File: config.mk
export PLATFORM = sky130hd
export DESIGN_NAME = des_dpc_px
export DESIGN_NICKNAME = d
export VERILOG_FILES = /design/src/rtl/des_dpc_px.sv
export SDC_FILE = /design/constraint.sdc
export NUM_CORES = 1
export LEC_CHECK = 0
export CAP_MARGIN = 10
export CORE_AREA = 2 2 356 358
export DETAILED_ROUTE_END_ITERATION = 10
export DIE_AREA = 0 0 358 360
export PLACE_DENSITY = 0.49
export SYNTH_ARGS = -nofsm -noshare
export SYNTH_HDL_FRONTEND = slang
export SYNTH_HIERARCHICAL = 1
export SYNTH_SLANG_ARGS = --single-unit
File: constraint.sdc
create_clock -name i_clk -period 4.15 [get_ports i_clk]
set_input_delay 0.6225 -clock i_clk [delete_from_list [all_inputs] [get_ports i_clk]]
set_output_delay 0.6225 -clock i_clk [all_outputs]
set_load 0.02 [all_outputs]
File: src/rtl/des_dpc_px.sv
// DES round core, ROUNDS_PER_CLK rounds per cycle; result registered 16/ROUNDS_PER_CLK cycles after accept, ready only when idle or on the last round.
// DES_DPC_PX_KEYLATCH_EN: latch i_keyex at accept so the key may change mid-block; otherwise i_keyex is used live.
module des_sbox1 (input logic [5:0] i_a, output logic [3:0] o_s);
    localparam logic [255:0] T = 256'hE4D12FB83A6C5907_0F74E2D1A6CB9538_41E8D62BFC973A50_FC8249175B3EA06D;
    logic [5:0] idx;
    assign idx = {i_a[5], i_a[0], i_a[4:1]};
    assign o_s = T[{~idx, 2'b11} -: 4];
endmodule

module des_sbox2 (input logic [5:0] i_a, output logic [3:0] o_s);
    localparam logic [255:0] T = 256'hF18E6B34972DC05A_3D47F28EC01A69B5_0E7BA4D158C6932F_D8A13F42B67C05E9;
    logic [5:0] idx;
    assign idx = {i_a[5], i_a[0], i_a[4:1]};
    assign o_s = T[{~idx, 2'b11} -: 4];
endmodule

module des_sbox3 (input logic [5:0] i_a, output logic [3:0] o_s);
    localparam logic [255:0] T = 256'hA09E63F51DC7B428_D709346A285ECBF1_D6498F30B12C5AE7_1AD069874FE3B52C;
    logic [5:0] idx;
    assign idx = {i_a[5], i_a[0], i_a[4:1]};
    assign o_s = T[{~idx, 2'b11} -: 4];
endmodule

module des_sbox4 (input logic [5:0] i_a, output logic [3:0] o_s);
    localparam logic [255:0] T = 256'h7DE3069A1285BC4F_D8B56F03472C1AE9_A690CB7DF13E5284_3F06A1D8945BC72E;
    logic [5:0] idx;
    assign idx = {i_a[5], i_a[0], i_a[4:1]};
    assign o_s = T[{~idx, 2'b11} -: 4];
endmodule

module des_sbox5 (input logic [5:0] i_a, output logic [3:0] o_s);
    localparam logic [255:0] T = 256'h2C417AB6853FD0E9_EB2C47D150FA3986_421BAD78F9C5630E_B8C71E2D6F09A453;
    logic [5:0] idx;
    assign idx = {i_a[5], i_a[0], i_a[4:1]};
    assign o_s = T[{~idx, 2'b11} -: 4];
endmodule

module des_sbox6 (input logic [5:0] i_a, output logic [3:0] o_s);
    localparam logic [255:0] T = 256'hC1AF92680D34E75B_AF427C9561DE0B38_9EF528C3704A1DB6_432C95FABE17608D;
    logic [5:0] idx;
    assign idx = {i_a[5], i_a[0], i_a[4:1]};
    assign o_s = T[{~idx, 2'b11} -: 4];
endmodule

module des_sbox7 (input logic [5:0] i_a, output logic [3:0] o_s);
    localparam logic [255:0] T = 256'h4B2EF08D3C975A61_D0B7491AE35C2F86_14BDC37EAF680592_6BD814A7950FE23C;
    logic [5:0] idx;
    assign idx = {i_a[5], i_a[0], i_a[4:1]};
    assign o_s = T[{~idx, 2'b11} -: 4];
endmodule

module des_sbox8 (input logic [5:0] i_a, output logic [3:0] o_s);
    localparam logic [255:0] T = 256'hD2846FB1A93E50C7_1FD8A374C56B0E92_7B419CE206ADF358_21E74A8DFC90356B;
    logic [5:0] idx;
    assign idx = {i_a[5], i_a[0], i_a[4:1]};
    assign o_s = T[{~idx, 2'b11} -: 4];
endmodule

module des_dpc_px #(
    parameter int ROUNDS_PER_CLK = 1
) (
    input  logic         i_clk,
    input  logic         i_rst,
    input  logic         i_flag,
    input  logic [767:0] i_keyex,
    input  logic [63:0]  i_din,
    input  logic         i_din_en,
    output logic         o_din_rdy,
    output logic [63:0]  o_dout,
    output logic         o_dout_en,
    output logic         o_busy
);
    localparam int ITER = 16 / ROUNDS_PER_CLK;
    localparam int CW   = (ITER > 1) ? $clog2(ITER) : 1;

    if (!(ROUNDS_PER_CLK == 1 || ROUNDS_PER_CLK == 2 || ROUNDS_PER_CLK == 4 ||
          ROUNDS_PER_CLK == 8 || ROUNDS_PER_CLK == 16)) begin : g_bad_rpc
        $error("des_dpc_px: ROUNDS_PER_CLK must be 1, 2, 4, 8 or 16");
    end

    localparam int IP_T [64] = '{58,50,42,34,26,18,10,2, 60,52,44,36,28,20,12,4,
                                 62,54,46,38,30,22,14,6, 64,56,48,40,32,24,16,8,
                                 57,49,41,33,25,17,9,1,  59,51,43,35,27,19,11,3,
                                 61,53,45,37,29,21,13,5, 63,55,47,39,31,23,15,7};
    localparam int FP_T [64] = '{40,8,48,16,56,24,64,32, 39,7,47,15,55,23,63,31,
                                 38,6,46,14,54,22,62,30, 37,5,45,13,53,21,61,29,
                                 36,4,44,12,52,20,60,28, 35,3,43,11,51,19,59,27,
                                 34,2,42,10,50,18,58,26, 33,1,41,9,49,17,57,25};
    localparam int E_T [48]  = '{32,1,2,3,4,5, 4,5,6,7,8,9, 8,9,10,11,12,13, 12,13,14,15,16,17,
                                 16,17,18,19,20,21, 20,21,22,23,24,25, 24,25,26,27,28,29, 28,29,30,31,32,1};
    localparam int P_T [32]  = '{16,7,20,21, 29,12,28,17, 1,15,23,26, 5,18,31,10,
                                 2,8,24,14, 32,27,3,9, 19,13,30,6, 22,11,4,25};

    // Tables use DES bit numbering: bit 1 is the MSB.
    function automatic logic [63:0] ip_perm(input logic [63:0] x);
        logic [63:0] y;
        y = '0;
        for (int i = 0; i < 64; i++) y[63-i] = x[64-IP_T[i]];
        return y;
    endfunction

    function automatic logic [63:0] fp_perm(input logic [63:0] x);
        logic [63:0] y;
        y = '0;
        for (int i = 0; i < 64; i++) y[63-i] = x[64-FP_T[i]];
        return y;
    endfunction

    function automatic logic [47:0] e_exp(input logic [31:0] x);
        logic [47:0] y;
        y = '0;
        for (int i = 0; i < 48; i++) y[47-i] = x[32-E_T[i]];
        return y;
    endfunction

    function automatic logic [31:0] p_perm(input logic [31:0] x);
        logic [31:0] y;
        y = '0;
        for (int i = 0; i < 32; i++) y[31-i] = x[32-P_T[i]];
        return y;
    endfunction

    typedef enum logic {IDLE, RUN} state_t;

    state_t        state_q;
    logic [CW-1:0] cnt_q;
    logic [31:0]   l_q, r_q;
    logic          mode_q;
    logic [63:0]   dout_q;
    logic          dout_en_q;
    logic          last_d, accept_d;
    logic [767:0]  key_d;

    assign last_d    = (state_q == RUN) && (cnt_q == CW'(ITER - 1));
    assign o_din_rdy = (state_q == IDLE) || last_d;
    assign accept_d  = i_din_en && o_din_rdy;

`ifdef DES_DPC_PX_KEYLATCH_EN
    logic [767:0] key_q;
    always_ff @(posedge i_clk or posedge i_rst) begin
        if (i_rst)         key_q <= '0;
        else if (accept_d) key_q <= i_keyex;
    end
    assign key_d = key_q;
`else
    assign key_d = i_keyex;
`endif

    logic [47:0] ks [16];
    for (genvar n = 0; n < 16; n++) begin : g_ks
        assign ks[n] = key_d[767-48*n -: 48];
    end

    logic [31:0] l_c [ROUNDS_PER_CLK+1];
    logic [31:0] r_c [ROUNDS_PER_CLK+1];
    assign l_c[0] = l_q;
    assign r_c[0] = r_q;

    for (genvar j = 0; j < ROUNDS_PER_CLK; j++) begin : g_rnd
        logic [4:0]  k;
        logic [3:0]  sel;
        logic [47:0] x;
        logic [31:0] s;
        assign k   = 5'(cnt_q) * 5'(ROUNDS_PER_CLK) + 5'(j);
        // Decrypt walks the same schedule backwards: K16 first.
        assign sel = mode_q ? k[3:0] : 4'd15 - k[3:0];
        assign x   = e_exp(r_c[j]) ^ ks[sel];
        des_sbox1 u_s1 (.i_a(x[47:42]), .o_s(s[31:28]));
        des_sbox2 u_s2 (.i_a(x[41:36]), .o_s(s[27:24]));
        des_sbox3 u_s3 (.i_a(x[35:30]), .o_s(s[23:20]));
        des_sbox4 u_s4 (.i_a(x[29:24]), .o_s(s[19:16]));
        des_sbox5 u_s5 (.i_a(x[23:18]), .o_s(s[15:12]));
        des_sbox6 u_s6 (.i_a(x[17:12]), .o_s(s[11:8]));
        des_sbox7 u_s7 (.i_a(x[11:6]),  .o_s(s[7:4]));
        des_sbox8 u_s8 (.i_a(x[5:0]),   .o_s(s[3:0]));
        assign l_c[j+1] = r_c[j];
        assign r_c[j+1] = l_c[j] ^ p_perm(s);
    end

    always_ff @(posedge i_clk or posedge i_rst) begin
        if (i_rst) begin
            state_q   <= IDLE;
            cnt_q     <= '0;
            l_q       <= '0;
            r_q       <= '0;
            mode_q    <= 1'b0;
            dout_q    <= '0;
            dout_en_q <= 1'b0;
        end else begin
            dout_en_q <= 1'b0;
            if (state_q == RUN) begin
                l_q   <= l_c[ROUNDS_PER_CLK];
                r_q   <= r_c[ROUNDS_PER_CLK];
                cnt_q <= last_d ? '0 : cnt_q + CW'(1);
                if (last_d) begin
                    dout_q    <= fp_perm({r_c[ROUNDS_PER_CLK], l_c[ROUNDS_PER_CLK]});
                    dout_en_q <= 1'b1;
                    state_q   <= IDLE;
                end
            end
            // A new block may load on the same edge that retires the previous one.
            if (accept_d) begin
                {l_q, r_q} <= ip_perm(i_din);
                mode_q     <= i_flag;
                cnt_q      <= '0;
                state_q    <= RUN;
            end
        end
    end

    assign o_dout    = dout_q;
    assign o_dout_en = dout_en_q;
    assign o_busy    = (state_q == RUN);
endmodule

==> metrics.sh, run 1 <==
AREA_USED_BY_SEQUENTIAL_LOGIC_IN_THE_LAYOUT_SQ_UM=3385
FIN_WORST_SKEW_NS=0.01690
SYN-NUM-NETS=3862
YS_TOP_CELLS_BY_COUNT='788 x sky130_fd_sc_hd__mux2i_1, 408 x sky130_fd_sc_hd__a22oi_1, 312 x sky130_fd_sc_hd__nand2_1, 238 x sky130_fd_sc_hd__a21oi_1, 135 x sky130_fd_sc_hd__dfrtp_1'
CLOCK_PATH_BUFFERS=2
HOLDPATHSTAGES=2
CLK_TRANSITION_REPORTED_PATHS_NS=0.08
DRTITER0DRC=1987
COMBINATIONAL_FAMILY_WITH_THE_MOST_AREA_AFTER_SYNTHESIS='multiplexers'
SYNTH_COMPOUND_GATE_AREA_SHARE=0.2543
SIMPLE_GATE_FRACTION_OF_SYNTH_AREA=0.1159
DRIVE_GT1_FRAC=0.2846
CTS_TREE='yes'
CELLS_ALONG_THE_CRITICAL_PATH='buf_12 -> buf_16 -> buf_4 -> mux2i_2 -> a22oi_2 -> a21oi_2 -> nor4_4 -> buf_4 -> xor2_2 -> inv_2 -> ha_4 -> buf_6 -> or2_4 -> a21oi_2 -> a211oi_2 -> o41ai_4 -> buf_4 -> xnor2_2 -> nand2_1 -> o21ai_1 -> o21ai_1'
SYNTH_TOP_CELL_BY_AREA='sky130_fd_sc_hd__mux2i_1'
HOLD_VIOLATIONS=0
NUM_ROWS=130
CRITICAL_PATH.STARTPOINT_TYPE='flop'
SYNTH_FF_TYPE='sky130_fd_sc_hd__dfrtp_1'
GRT-OVFL-TOTAL=0
CAP_VIOLATIONS=0
FINALCRITPERIODSHARE=1.085
CRITPATHKIND='reg2reg'
SYNTHMUXAREASHARE=0.3422
COUNT_OF_SYNTHESIS_STAGE_WARNINGS_FROM_YOSYS=6
FINAL_WS_SETUP_NS=-0.3537
YS_SEQ_ELEMENTS=135
WORST_HOLD_PATH_TYPE='reg2reg'
VIA_PER_INST=5.010
POST_SYNTH_NUM_CELL_TYPES=97
WORST_SETUP_PATH_ENDPOINT='r_q[2]$_DFFE_PP0P_'
CP_DATA_ARRIVAL_TIME_NS=4.81
DR.PASS1.ITERS=5
TIMING.FINAL.CRIT_PERIOD_NS=4.504
TIMING.RR.END='r_q[2]$_DFFE_PP0P_'
CTS_HOLD_BUF=0
NUM-NETS-FINAL=5216
SYNTH.MOST_COMMON_CELL='sky130_fd_sc_hd__mux2i_1'
WORSTMARGINPINSLEW_NS=1.133
IO_PINS=903
FINAL_ANTENNA_VIOLATING_NET_COUNT=0
TIMING.CRITICAL_PATH.REQUIRED_NS=4.46
POST_SYNTH_EDFFS=0
CTS_SINKS=135
GRT_START_MAX_NET_PINS=136
DPL_WORST_SLACK_NS=-1.103
RSZ_0062_RAISED_AFTER_GLOBAL_ROUTING='true'
CRITICAL_PATH_MOST_COMMON_CELL='sky130_fd_sc_hd__buf_4'
CRITPATHMAXFANOUT=5
POST_SYNTH_MAIN_AREA_CONTRIBUTORS='sky130_fd_sc_hd__mux2i_1 32%, sky130_fd_sc_hd__dfrtp_1 14%, sky130_fd_sc_hd__a22oi_1 12%'
R2R_CELLS=21
SYNTH_ASYNC_SR_FLOP_SHARE=1.000
SYN_INST=2962
RUN_STATUS='finished with violations'
SYNTH-SEQ-AREA-SHARE=0.1362
CRIT_PATH_START='cnt_q[1]$_DFFE_PP0P_'
CLK_LATENCY_NS=0.45
CTS_MADE_BUFFERS=17
ROUTED_WIRELENGTH_UM=163800
INITIAL_UTILIZATION=0.1986
CP-END-KIND='flop'
REG2REG_SETUP_SLACK_NS=-0.35
WORST_HOLD_SLACK_NS=0.4820
GRT.TOTAL_USAGE=0.2381
SYN2LAYOUT_AREA_GROWTH_PCT=80.44
FIRST_PASS_GRT_WIRE_LENGTH_UM=221400
CORE_SQ_UM=124900
DIEAREA_SQ_UM=128900
PORTBUFFERS=902
SYNTH_XOR_AREA_FRAC=0.03561
SLEW_VIOL_FINAL=0
CLK_TREE_ROOT_CELL='sky130_fd_sc_hd__clkbuf_16'
SYNTH.CELL_AREA_SQ_UM=24810
DRT-WIRELENGTH-PER-CELL_UM=27.15
H-TREE-DEPTH=4
GP_CONGESTION=0.9565
VIOLATIONS='setup timing'
MULTIINPUTGATEAREA_SQ_UM=22070
POST_SYNTH.CELL_AREA_AVG_SQ_UM=8.375
GRT_PASS1_VIAS=29650
TIMING.FINAL.SETUP_VIOLATIONS=51
NUMBER_OF_DESIGN_RULE_VIOLATIONS_LEFT_AFTER_DETAIL_ROUTING=0
DIE_HEIGHT_UM=360
YOSYSTOPAREACELLSHARE=0.3180
SYNTHADDERAREAFRAC=0.03268
FILLERS=12850
LAYOUT.CORE_UTILIZATION=0.3583
CP_SLOWEST_STAGE_DELAY_NS=0.60
DR_TOTAL_VIAS=30220
SLEW_HEADROOM=0.2448
CRITICAL_PATH.SLOWEST_CELL='sky130_fd_sc_hd__nor4_4'
HPWL_UM=133300
MAX_FREQUENCY_MHz=222.0
GRT_ANTENNA_BEFORE_REPAIR=88
SETUP_TNS_NS=-6.939
REGTOREGSTARTPOINT='cnt_q[1]$_DFFE_PP0P_'
DIEWIDTH_UM=358
==> critical path: cells and delay by family (launching register included) <==
family	cells	cell delay [ns]
mux	1	0.16
fa+ha+maj	1	0.23
simple gates	3	0.89
flops	1	0.54
buf+inv	7	1.09
xor+xnor	2	0.29
compound gates	7	1.16
==> what timing repair did <==
| action | in CTS | in global routing |
|---|---|---|
| pin swaps | 108 | 140 |
| buffers inserted | 62 | 94 |
| setup endpoints to repair | 64 | 64 |
| cloned | 14 | 10 |
| gates resized for setup | 326 | 376 |
==> cell families after synthesis <==
kind of cell	after synthesis
AO/OA/AOI/OAI	937
flip-flops	135
XOR/XNOR	100
multiplexers	820
buffers and inverters	352
adder cells (fa/ha/maj)	65
AND/OR/NAND/NOR	553
==> registers in the layout (all words and copies together), names as in the netlist <==
signal / flops
o_dout: 64
l_q: 32
r_q: 32
cnt_q: 4
mode_q: 1
o_busy: 1
o_dout_en: 1
==> layout by cell type (no fill, tap or decap), types with 18 or more instances in the layout <==
| master | Yosys | routed |
|---|---|---|
| sky130_fd_sc_hd__nand2_1 | 312 | 307 |
| sky130_fd_sc_hd__a21oi_1 | 238 | 177 |
| sky130_fd_sc_hd__nor4_2 | 48 | 21 |
| sky130_fd_sc_hd__ha_1 | 64 | 30 |
| sky130_fd_sc_hd__dfrtp_1 | 135 | 132 |
| sky130_fd_sc_hd__nor2_1 | 53 | 40 |
| sky130_fd_sc_hd__buf_6 | 44 | 93 |
| sky130_fd_sc_hd__xor2_4 | 0 | 18 |
| sky130_fd_sc_hd__ha_4 | 0 | 26 |
| sky130_fd_sc_hd__diode_2 | 0 | 53 |
| sky130_fd_sc_hd__nand2b_1 | 23 | 18 |
| sky130_fd_sc_hd__xnor2_2 | 1 | 21 |
| sky130_fd_sc_hd__buf_4 | 42 | 545 |
| sky130_fd_sc_hd__nor4_4 | 0 | 29 |
| sky130_fd_sc_hd__xnor2_1 | 44 | 19 |
| sky130_fd_sc_hd__inv_1 | 44 | 25 |
| sky130_fd_sc_hd__a22oi_1 | 408 | 349 |
| sky130_fd_sc_hd__o21ai_0 | 127 | 67 |
| sky130_fd_sc_hd__mux4_2 | 19 | 20 |
| sky130_fd_sc_hd__clkdlybuf4s50_1 | 0 | 902 |
| sky130_fd_sc_hd__o21ai_1 | 4 | 54 |
| sky130_fd_sc_hd__a21oi_2 | 0 | 55 |
| sky130_fd_sc_hd__clkbuf_16 | 0 | 24 |
| sky130_fd_sc_hd__mux2i_1 | 788 | 777 |
| sky130_fd_sc_hd__xor2_1 | 55 | 25 |
| sky130_fd_sc_hd__a22oi_2 | 0 | 59 |
| sky130_fd_sc_hd__buf_12 | 3 | 61 |
==> per-stage QoR <==
step,cell area (sq um),instances
6_report,44760,6032
3_3_place_gp,38970,5780
5_1_grt,44740,6024
2_1_floorplan,24830,2962
3_5_place_dp,38970,5780
4_1_cts,42160,5886
==> per-layer routing <==
| metal | share of wire | vias to the layer above | track usage | wire [um] |
|---|---|---|---|---|
| met2 | 0.50 | 1107 | 0.4185 | 81120 |
| li1 | - | 14030 | - | - |
| met3 | 0.057 | 277 | 0.03863 | 9332 |
| met1 | 0.40 | 14780 | 0.2795 | 64730 |
| met4 | 0.052 | 22 | 0.1118 | 8450 |
| met5 | 0.00090 | - | 0 | 147 |
==> worst min path at each step <==
stage / start / to
finish: o_dout[59]$_DFFE_PP0P_ / o_dout[59]$_DFFE_PP0P_
global route: o_dout[17]$_DFFE_PP0P_ / o_dout[17]$_DFFE_PP0P_
CTS: o_dout[5]$_DFFE_PP0P_ / o_dout[5]$_DFFE_PP0P_
detailed placement: o_dout[17]$_DFFE_PP0P_ / o_dout[17]$_DFFE_PP0P_
global placement: o_dout[21]$_DFFE_PP0P_ / o_dout[21]$_DFFE_PP0P_
floorplan: l_q[0]$_DFFE_PP0P_ / l_q[0]$_DFFE_PP0P_
==> final cells by class <==
class,count,share of cell area
multi-input cells,2475,0.4930
repair buffers,1641,0.3643
flip-flops and latches,135,0.07561
well taps,1650,0.04612
clock buffers,18,0.009812
inverters,46,0.004165
clock inverters,14,0.004053
diodes,53,0.002963
Power of run 1 is left out: the tool's default activity adds up to more than one toggle a clock period on the data nets, which glitch-free logic cannot reach.
==> inputs of run 2 (changes only) <==
--- a/config.mk
+++ b/config.mk
@@ -6,10 +6,11 @@
 export NUM_CORES = 1
 export LEC_CHECK = 0
 export CAP_MARGIN = 10
-export CORE_AREA = 2 2 356 358
+export CORE_AREA = 2 2 355 357
 export DETAILED_ROUTE_END_ITERATION = 10
-export DIE_AREA = 0 0 358 360
-export PLACE_DENSITY = 0.49
+export DIE_AREA = 0 0 357 359
+export DONT_BUFFER_PORTS = 1
+export PLACE_DENSITY = 0.4
 export SYNTH_ARGS = -nofsm -noshare
 export SYNTH_HDL_FRONTEND = slang
 export SYNTH_HIERARCHICAL = 1
==> constraint.sdc (replaced) <==
create_clock -name i_clk -period 4.15 [get_ports i_clk]
set_input_delay 0.83 -clock i_clk [delete_from_list [all_inputs] [get_ports i_clk]]
set_output_delay 0.83 -clock i_clk [all_outputs]
set_load 0.02 [all_outputs]
==> run 2 against run 1 <==
Register-to-register slack improved by 0.29 ns. Die area fell by 0.56%. Final area shrank 23%. Worst setup slack better by 0.29 ns. Count of clock-buffer cells in the layout up 1. Sequential cell count unchanged. Core utilization is 8.0 points lower. The flow still finishes with violations (setup timing). Critical endpoint is now r_q[23]$_DFFE_PP0P_. Fmax increased by 6.9%. Worst hold slack worse by 0.17 ns. Clock skew fell by 0.00076 ns. Final cell count decreased by 16%. Global-route usage fell by 0.083 points.
==> metrics.sh, run 2 (synthesis gave the netlist of run 1 again) <==
RUN_STATUS='finished with violations'  # unchanged
VIOLATIONS='setup timing'  # unchanged
TIMING.FINAL.SETUP_VIOLATIONS=10  # was 51
CP_SLOWEST_STAGE_DELAY_NS=0.51  # was 0.60 ns
SLEW_VIOL_FINAL=0  # unchanged
SETUP_TNS_NS=-0.2573  # was -6.939 ns
DIEAREA_SQ_UM=128200  # was 128900 sq um
DIE_HEIGHT_UM=359  # was 360 um
GRT.TOTAL_USAGE=0.2373  # was 0.2381
DRIVE_GT1_FRAC=0.3380  # was 0.2846
CLK_TREE_ROOT_CELL='sky130_fd_sc_hd__clkbuf_16'  # unchanged
MOSTFREQUENTLAYOUTCELLS='777 x sky130_fd_sc_hd__mux2i_1, 489 x sky130_fd_sc_hd__buf_4, 343 x sky130_fd_sc_hd__a22oi_1'  # was 902 x sky130_fd_sc_hd__clkdlybuf4s50_1, 777 x sky130_fd_sc_hd__mux2i_1, 545 x sky130_fd_sc_hd__buf_4
NUMBER_OF_DESIGN_RULE_VIOLATIONS_LEFT_AFTER_DETAIL_ROUTING=0  # unchanged
INITIAL_UTILIZATION=0.1991  # was 0.1986
DR_TOTAL_VIAS=26410  # was 30220
PLACE_INST=4845  # was 5780
FIRST_PASS_GRT_WIRE_LENGTH_UM=213500  # was 221400 um
CELLS_ALONG_THE_CRITICAL_PATH='buf_12 -> buf_12 -> buf_6 -> buf_16 -> mux2i_1 -> a22oi_1 -> a21oi_2 -> nor4_4 -> buf_4 -> xor2_4 -> buf_6 -> ha_4 -> nor2_4 -> a2111oi_4 -> buf_4 -> o41ai_4 -> a211oi_4 -> buf_6 -> xnor2_4 -> nand2_1 -> o21ai_1 -> o21ai_1'  # was buf_12 -> buf_16 -> buf_4 -> mux2i_2 -> a22oi_2 -> a21oi_2 -> nor4_4 -> buf_4 -> xor2_2 -> inv_2 -> ha_4 -> buf_6 -> or2_4 -> a21oi_2 -> a211oi_2 -> o41ai_4 -> buf_4 -> xnor2_2 -> nand2_1 -> o21ai_1 -> o21ai_1
CTS_TREE='yes'  # unchanged
TIMING.CRITICAL_PATH.REQUIRED_NS=4.46  # about the same
GRT-OVFL-TOTAL=0  # unchanged
RSZ_0062_RAISED_AFTER_GLOBAL_ROUTING='true'  # unchanged
CRITICAL_PATH.SLOWEST_CELL='sky130_fd_sc_hd__dfrtp_4'  # was sky130_fd_sc_hd__nor4_4
CLOCK_PATH_BUFFERS=2  # unchanged
CRITICAL_PATH_MOST_COMMON_CELL='sky130_fd_sc_hd__buf_6'  # was sky130_fd_sc_hd__buf_4
HOLD_VIOLATIONS=0  # unchanged
GRT_PASS1_VIAS=25630  # was 29650
REGTOREGSTARTPOINT='cnt_q[1]$_DFFE_PP0P_'  # unchanged
DPL_WORST_SLACK_NS=-0.4935  # was -1.103 ns
CRITICAL_PATH.STARTPOINT_TYPE='flop'  # unchanged
CRITPATHKIND='reg2reg'  # unchanged
CLK_TRANSITION_REPORTED_PATHS_NS=0.08  # about the same
FINAL_WS_SETUP_NS=-0.06282  # was -0.3537 ns
H-TREE-DEPTH=4  # unchanged
FIN_WORST_SKEW_NS=0.01614  # was 0.01690 ns
MAX_FREQUENCY_MHz=237.4  # was 222.0 MHz
CP-END-KIND='flop'  # unchanged
TIMING.RR.END='r_q[23]$_DFFE_PP0P_'  # was r_q[2]$_DFFE_PP0P_
PORTBUFFERS=0  # was 902
TIMING.FINAL.CRIT_PERIOD_NS=4.213  # was 4.504 ns
LAYOUTNONFILLERINSTCOUNT=5050  # was 6032
CTS_MADE_BUFFERS=17  # unchanged
PLACEDINSTANCEAREA_SQ_UM=29840  # was 38970 sq um
HPWL_UM=135400  # was 133300 um
CRITPATHMAXFANOUT=8  # was 5
CORE_SQ_UM=124600  # was 124900 sq um
NUM-NETS-FINAL=4233  # was 5216
IO_PINS=903  # unchanged
SYN2LAYOUT_AREA_GROWTH_PCT=39.75  # was 80.44%
CTS_SINKS=135  # unchanged
REG2REG_SETUP_SLACK_NS=-0.06  # was -0.35 ns
DESIGN_AREA_SQ_UM=34670  # was 44760 sq um
CAP_VIOLATIONS=0  # unchanged
FINAL_ANTENNA_VIOLATING_NET_COUNT=0  # unchanged
WORST_HOLD_PATH_TYPE='in2async'  # was reg2reg
NUM_ROWS=130  # unchanged
GRT_ANTENNA_BEFORE_REPAIR=58  # was 88
FILLERS=13600  # was 12850
CP_DATA_ARRIVAL_TIME_NS=4.52  # was 4.81 ns
DRTITER0DRC=1954  # was 1987
VIA_PER_INST=5.230  # was 5.010
CLK_LATENCY_NS=0.45  # about the same
GP_CONGESTION=0.9864  # was 0.9565
GRT_START_MAX_NET_PINS=101  # was 136
DIEWIDTH_UM=357  # was 358 um
WORSTMARGINPINSLEW_NS=0.9300  # was 1.133 ns
MAX_REG_FLOPS=64  # unchanged
DR.PASS1.ITERS=5  # unchanged
CRIT_PATH_START='cnt_q[1]$_DFFE_PP0P_'  # unchanged
R2R_CELLS=22  # was 21
MOSTFREQUENTLAYOUTCELL='sky130_fd_sc_hd__mux2i_1'  # was sky130_fd_sc_hd__clkdlybuf4s50_1
DRT-WIRELENGTH-PER-CELL_UM=31.90  # was 27.15 um
FINALCRITPERIODSHARE=1.015  # was 1.085
ROUTED_WIRELENGTH_UM=161100  # was 163800 um
SLEW_HEADROOM=0.3785  # was 0.2448
run 2: cell count changes in the layout (fill, tap and decap cells not counted), sizes merged:
cell,before,now
clkinv,4,5
bufinv,2,1
buf,729,646
clkdlybuf4s50,902,0
inv,52,50
diode,53,54
bufbuf,3,4
clkbuf,25,27
clkinvlp,2,3
run 2: area by class of cell:
type                            count  area, sq um  share of cell area
Antenna cell                       54        135.1            0.003898
Multi-Input combinational cell   2475        21780              0.6282
Clock inverter                     13        136.4            0.003934
Inverter                           46        180.2            0.005197
Tap cell                         1650         2064             0.05955
Sequential cell                   135         3385             0.09763
Timing Repair Buffer              658         6545              0.1888
Clock buffer                       19        442.9             0.01278
run 2: through the flow:
step	util	hold WS [ns]
global route	0.2779	0.3287
floorplan	-	0.4953
global placement	0.2395	0.5088
finish	0.2782	0.3140
CTS	0.2660	0.3060
detailed placement	0.2395	0.5137
run 2: layer usage:
| layer | vias up | track usage | part of all wire |
|---|---|---|---|
| met5 | - | 0 | 0.0016 |
| li1 | 12060 | - | - |
| met3 | 228 | 0.07883 | 0.088 |
| met1 | 13090 | 0.2632 | 0.37 |
| met4 | 32 | 0.09886 | 0.041 |
| met2 | 1004 | 0.4118 | 0.50 |
run 2: worst max-delay path, delay by kind of cell (launching register included):
family	cells	cell delay [ns]
mux	1	0.11
simple gates	3	0.52
xor+xnor	2	0.28
flops	1	0.51
fa+ha+maj	1	0.15
buf+inv	8	1.29
compound gates	7	1.19
run 2: repair_timing:
action | in CTS | in global routing
setup buffers | 62 | 35
pin swaps | 147 | 95
endpoints found under the hold margin | 0 | 0
hold buffers | 0 | 0
setup endpoints to repair | 64 | 59
resized for setup | 380 | 210
gates cloned | 15 | 11
run 2: worst max path at each step:
stage | to | slack [ns] | depth (start not counted)
detailed placement | r_q[7]$_DFFE_PP0P_ | -0.49 | 21
global route | r_q[15]$_DFFE_PP0P_ | -0.24 | 21
global placement | r_q[11]$_DFFE_PP0P_ | -0.56 | 20
floorplan | r_q[11]$_DFFE_PP0P_ | 0.01 | 19
CTS | r_q[7]$_DFFE_PP0P_ | -0.07 | 21
finish | r_q[23]$_DFFE_PP0P_ | -0.06 | 22
Power of run 2 is left out for the same reason.
